<file path="config.mk">
export PLATFORM = sky130hd
export DESIGN_NAME = mmio_scan_bank
export DESIGN_NICKNAME = d
export VERILOG_FILES = /design/src/rtl/mmio_scan_bank.sv
export SDC_FILE = /design/constraint.sdc
export NUM_CORES = 1
export LEC_CHECK = 0
export ABC_AREA = 1
export BUFFER_PORTS_ARGS = -buffer_cell sky130_fd_sc_hd__buf_4
export CORE_MARGIN = 2
export CORE_UTILIZATION = 45
export DETAILED_ROUTE_END_ITERATION = 8
export PLACE_DENSITY_LB_ADDON = 0.12
export SLEW_MARGIN = 20
export SYNTH_ARGS = -nofsm -noshare
export SYNTH_HDL_FRONTEND = slang
export SYNTH_SLANG_ARGS = --single-unit
</file>
<file path="constraint.sdc">
create_clock -name clk -period 5.19 [get_ports clk]
set_input_delay 0.519 -clock clk [delete_from_list [all_inputs] [get_ports clk]]
set_output_delay 0.519 -clock clk [all_outputs]
set_load 0.01 [all_outputs]
</file>
<file path="src/rtl/mmio_scan_bank.sv">
// Register-file RAM + memory-mapped output ports, synchronised input port with sticky rise flags, scan-loaded key.
// Latency: combinational reads; writes, flag capture and scan shifts land on the rising clk edge (irq one edge after its flag).
// Backpressure: none; every access completes in one cycle. Optional EDGE_IRQ_EN adds the IRQ mask register and irq output.
module mmio_scan_bank #(
    parameter int ADDR_WIDTH = 5,
    parameter int DATA_WIDTH = 8,
    parameter int MEM_SIZE   = 14,
    parameter int N_OUT      = 1,
    parameter int IN_WIDTH   = 8,
    parameter int KEY_WIDTH  = 16
) (
    input  logic                        clk,
    input  logic                        rst_n,
    input  logic [ADDR_WIDTH-1:0]       address,
    input  logic [DATA_WIDTH-1:0]       data_in,
    input  logic                        write_enable,
    output logic [DATA_WIDTH-1:0]       data_out,
    input  logic                        scan_enable,
    input  logic                        scan_in,
    output logic                        scan_out,
    input  logic [IN_WIDTH-1:0]         in_pins,
    output logic [N_OUT*DATA_WIDTH-1:0] out_pins,
    output logic [KEY_WIDTH-1:0]        locking_key
`ifdef EDGE_IRQ_EN
    ,
    output logic                        irq
`endif
);

    // RAM words and output ports are contiguous both in the address map and in the chain,
    // so one word index covers both.
    localparam int unsigned RW_WORDS  = MEM_SIZE + N_OUT;
    localparam int unsigned IN_ADDR   = RW_WORDS;
    localparam int unsigned EDGE_ADDR = IN_ADDR + 1;
`ifdef EDGE_IRQ_EN
    localparam int unsigned MASK_ADDR = IN_ADDR + 2;
    localparam int          MASK_W    = IN_WIDTH;
`else
    localparam int          MASK_W    = 0;
`endif
    localparam int FLG_OFF   = RW_WORDS * DATA_WIDTH;
    localparam int MASK_OFF  = FLG_OFF + IN_WIDTH;
    localparam int KEY_OFF   = MASK_OFF + MASK_W;
    localparam int CHAIN_LEN = KEY_OFF + KEY_WIDTH;

    // All scannable state lives in one flat vector; bit 0 is the chain head (mem[0] LSB).
    logic [CHAIN_LEN-1:0] chain_q, chain_d;
    logic [IN_WIDTH-1:0]  s1_q, s2_q, s3_q;
    logic [IN_WIDTH-1:0]  flags, rise, clr;
    logic [31:0]          addr_w, word_idx;

    assign addr_w   = 32'(address);
    assign word_idx = addr_w * 32'(DATA_WIDTH);
    assign flags    = chain_q[FLG_OFF +: IN_WIDTH];
    assign rise     = s2_q & ~s3_q;

    assign out_pins    = chain_q[MEM_SIZE*DATA_WIDTH +: N_OUT*DATA_WIDTH];
    assign locking_key = chain_q[KEY_OFF +: KEY_WIDTH];
    assign scan_out    = chain_q[CHAIN_LEN-1];

    // Next state: shift the whole chain in scan mode, otherwise apply bus writes and flag capture.
    always_comb begin
        chain_d = chain_q;
        clr     = '0;
        if (scan_enable) begin
            chain_d = {chain_q[CHAIN_LEN-2:0], scan_in};
        end else begin
            if (write_enable) begin
                if (addr_w < RW_WORDS) begin
                    chain_d[word_idx +: DATA_WIDTH] = data_in;
                end
                if (addr_w == EDGE_ADDR) begin
                    clr = data_in[IN_WIDTH-1:0];
                end
`ifdef EDGE_IRQ_EN
                if (addr_w == MASK_ADDR) begin
                    chain_d[MASK_OFF +: IN_WIDTH] = data_in[IN_WIDTH-1:0];
                end
`endif
            end
            // A rise arriving together with its clear keeps the flag set.
            chain_d[FLG_OFF +: IN_WIDTH] = (flags & ~clr) | rise;
        end
    end

    // Chain state register.
    always_ff @(posedge clk or negedge rst_n) begin
        if (!rst_n) begin
            chain_q <= '0;
        end else begin
            chain_q <= chain_d;
        end
    end

    // Three-stage pin synchroniser; runs in scan mode too and stays off the chain.
    always_ff @(posedge clk or negedge rst_n) begin
        if (!rst_n) begin
            s1_q <= '0;
            s2_q <= '0;
            s3_q <= '0;
        end else begin
            s1_q <= in_pins;
            s2_q <= s1_q;
            s3_q <= s2_q;
        end
    end

`ifdef EDGE_IRQ_EN
    logic irq_q;

    // Registered interrupt: follows the masked flags one edge later.
    always_ff @(posedge clk or negedge rst_n) begin
        if (!rst_n) begin
            irq_q <= 1'b0;
        end else begin
            irq_q <= |(flags & chain_q[MASK_OFF +: IN_WIDTH]);
        end
    end

    assign irq = irq_q;
`endif

    // Read mux: pure function of address and current state; unmapped addresses read as 1.
    always_comb begin
        data_out = DATA_WIDTH'(1);
        if (addr_w < RW_WORDS) begin
            data_out = chain_q[word_idx +: DATA_WIDTH];
        end else if (addr_w == IN_ADDR) begin
            data_out = DATA_WIDTH'(s2_q);
        end else if (addr_w == EDGE_ADDR) begin
            data_out = DATA_WIDTH'(flags);
`ifdef EDGE_IRQ_EN
        end else if (addr_w == MASK_ADDR) begin
            data_out = DATA_WIDTH'(chain_q[MASK_OFF +: IN_WIDTH]);
`endif
        end
    end

endmodule

</file>
# After elaboration in Yosys (flattened, before gate mapping)
# Index checks and enable logic that the tools add are counted.
dict set report classes {
  addsub 1
  order_cmp 1
  n_eq_ne 2
  shift 3
  n_mux 10
  bitwise_logic 5
  reduce_logical 3
}
# op count
set ops {}
lappend ops {{$mux 144} 3}
lappend ops {{$bwmux 144} 1}
lappend ops {{$shift 8x34->144 const A} 1}
lappend ops {{$shiftx 144x9->8} 1}
lappend ops {{$shiftx 8x34->144} 1}
lappend ops {{$mux 8} 6}
lappend ops {{$neg 8->34} 1}
lappend ops {{$and 8x8->8} 2}
lappend ops {{$not 8->8} 2}
lappend ops {{$or 8x8->8} 1}
lappend ops {{$eq 5x4->1 const B} 1}
lappend ops {{$eq 5x5->1 const B} 1}
lappend ops {{$lt 5x4->1 const B} 1}
lappend ops {{$reduce_bool 2->1} 2}
lappend ops {{$reduce_and 2->1} 1}
dict set report word_totals {
  regBits 168
  in_bits 26
  output_inout_bits 33
  wordCells 30
}

# Logic depth before layout (Yosys ltp)
dict set report depth {
  word_depth 8
  depth_mapped 14
  mapped_depth_nobuf 12
}

# Worst setup path before layout
# No wires, ideal clock.
dict set report synth_timing {
  path_kind {input to output}
  start {input port address[1]}
  end {output port data_out[7]}
  t_arrival_ns 2.204
  required_ns 4.671
  path_slack_ns 2.467
  path_stages 12
  n_path_buf 3
  path_cell_list {buf_2 > clkinv_1 > buf_1 > ha_1 > nand2_1 > nor2_1 > ha_1 > clkbuf_1 > nand3_1 > o211ai_1 > nand2_1 > inv_1}
}
dict set report synth_between {
  elab_chain_cells 4
  elab_cells_between_ends 7
  cone_classes {1 x order compare; 2 x eq/ne; 1 x shift; 3 x mux}
}
# element line
set synth_rtl {}
lappend synth_rtl {{start, declared} 14} ;# input logic [ADDR_WIDTH-1:0] address,
lappend synth_rtl {{parallel branches: the longest is 3 deep, another holds $shiftx 144x9->8} n/a}
lappend synth_rtl {{$mux 8 *} 126} ;# if (addr_w < RW_WORDS) begin
lappend synth_rtl {{end, declared} 17} ;# output logic [DATA_WIDTH-1:0] data_out,
# Every way passes the cells marked *.

# Final worst setup path
dict set report layout_timing {
  start {input port address[0]}
  end {output port data_out[0]}
}
# The elaborated chain is that of the path after synthesis.

==> qor.txt <==
Status: completed
Compound-cell area share of the yosys netlist: 5.526%
Starting Density: 45.58%
Global-route wire length before repair: 54.79 mm
Avg Cell Area, Syn: 7.094 µm²
H-tree depth: 4
Antenna cell count: 0
Vias per Instance: 5.947
Worst Hold Class: in -> async
Post-synthesis mux area share: 0%
Most frequent cells in the layout: nand3_1, nand2_1, nor2_1, dfrtp_1, inv_1
I/O Pins: 59
Final worst-path cycle share: 62.97%
Die Y-Extent: 155.0 µm
Worst reg2reg path depth: 2
WL final: 35.30 mm
Sequential area share after synthesis: 40.99%
Post-synth EDFFs: 0
Iteration-0 DRC Markers: 1278
Mapped cell area: 10260 µm²
Pins Over Slew Limit: 0
Slew margin rel.: 26.77%
Placed inst area: 10570 µm²
Place WS: 1664 ps
CP endpoint kind: primary output
CTS Hold Bufs: 0
Longest Clk Path Bufs: 2
CP Launch Type: input port
Fmax: 0.3060 GHz
Area growth from synthesis to final layout: 8.746%
Total CTS buffers: 17
Post-synthesis xor/xnor area fraction: 0%
Final setup vio count: 0
Filler Cell Count: 2342
Register bit total from synthesis: 168
Cell count after synthesis: 1446
CTS tree: built
RSZ-0062 raised after global routing: no
PostCTS Resize Cnt: 0
Setup CP Type: in -> out
Register area: 4204 µm²
Vias after detailed routing: 10240
PD cells: 295.4 nW/µm²
Worst Tran Pin Value: 1098 ps
Floorplan Core Area: 22500 µm²
Setup bufs post-CTS: 0
Critical path fanouts, max: 85
Final hold violations: 0
Synth Warn #: 0
Wirelength per Cell: 20.50 µm
Period minus WS final: 3268 ps
Ratio of cells with drive above 1 in the final layout: 10.44%
TNS Setup: 0 ps
Largest family of logic cells by synthesized area: simple AND/OR/NAND/NOR gates
Vias in the first global route: 9262
GRT Overall Usage: 29.75%
Post-synthesis adder-cell area fraction: 0.4879%
Die width: 155.0 µm
Post-route cell area: 11150 µm²
Flop2flop setup slack: 4290 ps
Pre-antenna DRT Iters: 5
Post-Synth Simple-Gate Area: 44.32%
IO Port Bufs: 58
FFs w/ async S/R, synth: 100.0%
Placement Rows: 55
TritonCTS Sinks: 168
P_leak: 0.005291 µW
Area of the multi-input gates: 5162 µm²
Gpl congestion: 0.9438
Peak supply drop: 0.1934 mV
Post-Syn Nets: 1476
Clock slew at reported path FFs: 80 ps
Die Area: 24020 µm²
Worst setup margin: 1922 ps
Nets@finish: 1454
Clock latency at the later pin of the worst-skew pair: 450 ps
Worst Skew: 18.02 ps
DRC viols: 0
Crit path DAT: 2750 ps
Post-synthesis cell type count: 31
Synth Flop Type: dfrtp_1
Largest net degree at the start of global routing: 169
Hpwl dp: 25.38 mm
Root Buffer: clkbuf_16
WP data required: 4670 ps
Max Cap Viol: 0
Initial antenna violation count: 0
Most common library cell in the layout ignoring fill and taps: nand3_1
Overflow after GRT: 0
Antenna-violating nets left: 0
==> metrics by stage <==
| stage | total power (µW) | util [%] | hold WS [ps] | std cells |
|---|---|---|---|---|
| CTS | 3301 | 49.57 | 162.6 | 1722 |
| finish | 3295 | 49.57 | 110.6 | 1722 |
| global placement | 2016 | 46.96 | 332.3 | 1690 |
| floorplan | 1832 | - | 223.4 | 1446 |
| detailed placement | 2020 | 46.96 | 337.3 | 1690 |
| global route | 3428 | 49.57 | 157.3 | 1722 |
==> path summary, 6_finish.rpt <==
kind                                    from      endpoint
min in group clk                  in_pins[1]       s1_q[1]
worst min register to register       s1_q[7]       s2_q[7]
worst max-delay path              address[0]   data_out[0]
max in group asynchronous              rst_n  chain_q[117]
worst max register to register  chain_q[127]  chain_q[128]
worst min-delay path                   rst_n  chain_q[142]
==> synth_stat cells, drive strengths merged, types with 3 or more instances <==
cell type | n | area (µm²)
clkinv | 3 | 11.26
inv | 82 | 310.3
dfrtp | 168 | 4204
a22oi | 6 | 45.04
nand3 | 377 | 1897
nor2 | 222 | 978.4
nand2 | 304 | 1176
nor3 | 22 | 115.1
o211ai | 17 | 127.6
clkbuf | 42 | 157.7
a21oi | 9 | 45.04
o21ai | 67 | 335.3
nand4 | 54 | 359.1
ha | 4 | 50.05
buf | 66 | 411.7
==> per-layer routing <==
layer / part of all wire [%] / GRT usage (%)
met1: 43 / 42.71
met2: 45 / 44.51
met3: 8.8 / 6.017
met4: 3.5 / 10.98
met5: 0 / 0
==> sequential cells by signal (all words and copies together), names as in the netlist <==
name     flops
s1_q         8
chain_q    144
s2_q         8
s3_q         8
==> area by class of cell <==
class	instances	share of cell area, %
inverters	85	2.905
clock inverters	14	1.335
clock buffers	18	3.937
flip-flops and latches	168	37.69
well taps	285	3.197
repair buffers	67	4.655
multi-input cells	1085	46.28
==> logic make-up (layout without fill, tap and decap cells) <==
family,count (synthesis),in the layout
AO/OA/AOI/OAI,101,101
adder cells (fa/ha/maj),4,4
buffers and inverters,193,184
flip-flops,168,168
AND/OR/NAND/NOR,980,980
==> critical path, stage by stage <==
cell and delay, ps:
buf_4 90, buf_4 700, nand2_1 100, inv_1 80, nand2_1 90, nand2_1 280, clkinv_1 320, a31oi_1 210
o21ai_0 100, nand2_1 110, buf_4 120
==> power by group <==
| part | switching [µW] | internal (µW) | total [µW] |
|---|---|---|---|
| logic | 368 | 163 | 530 |
| registers | 77.1 | 1400 | 1470 |
| clock network | 635 | 657 | 1290 |
| total | 1080 | 2220 | 3300 |
(Power assumes the default switching activity.)
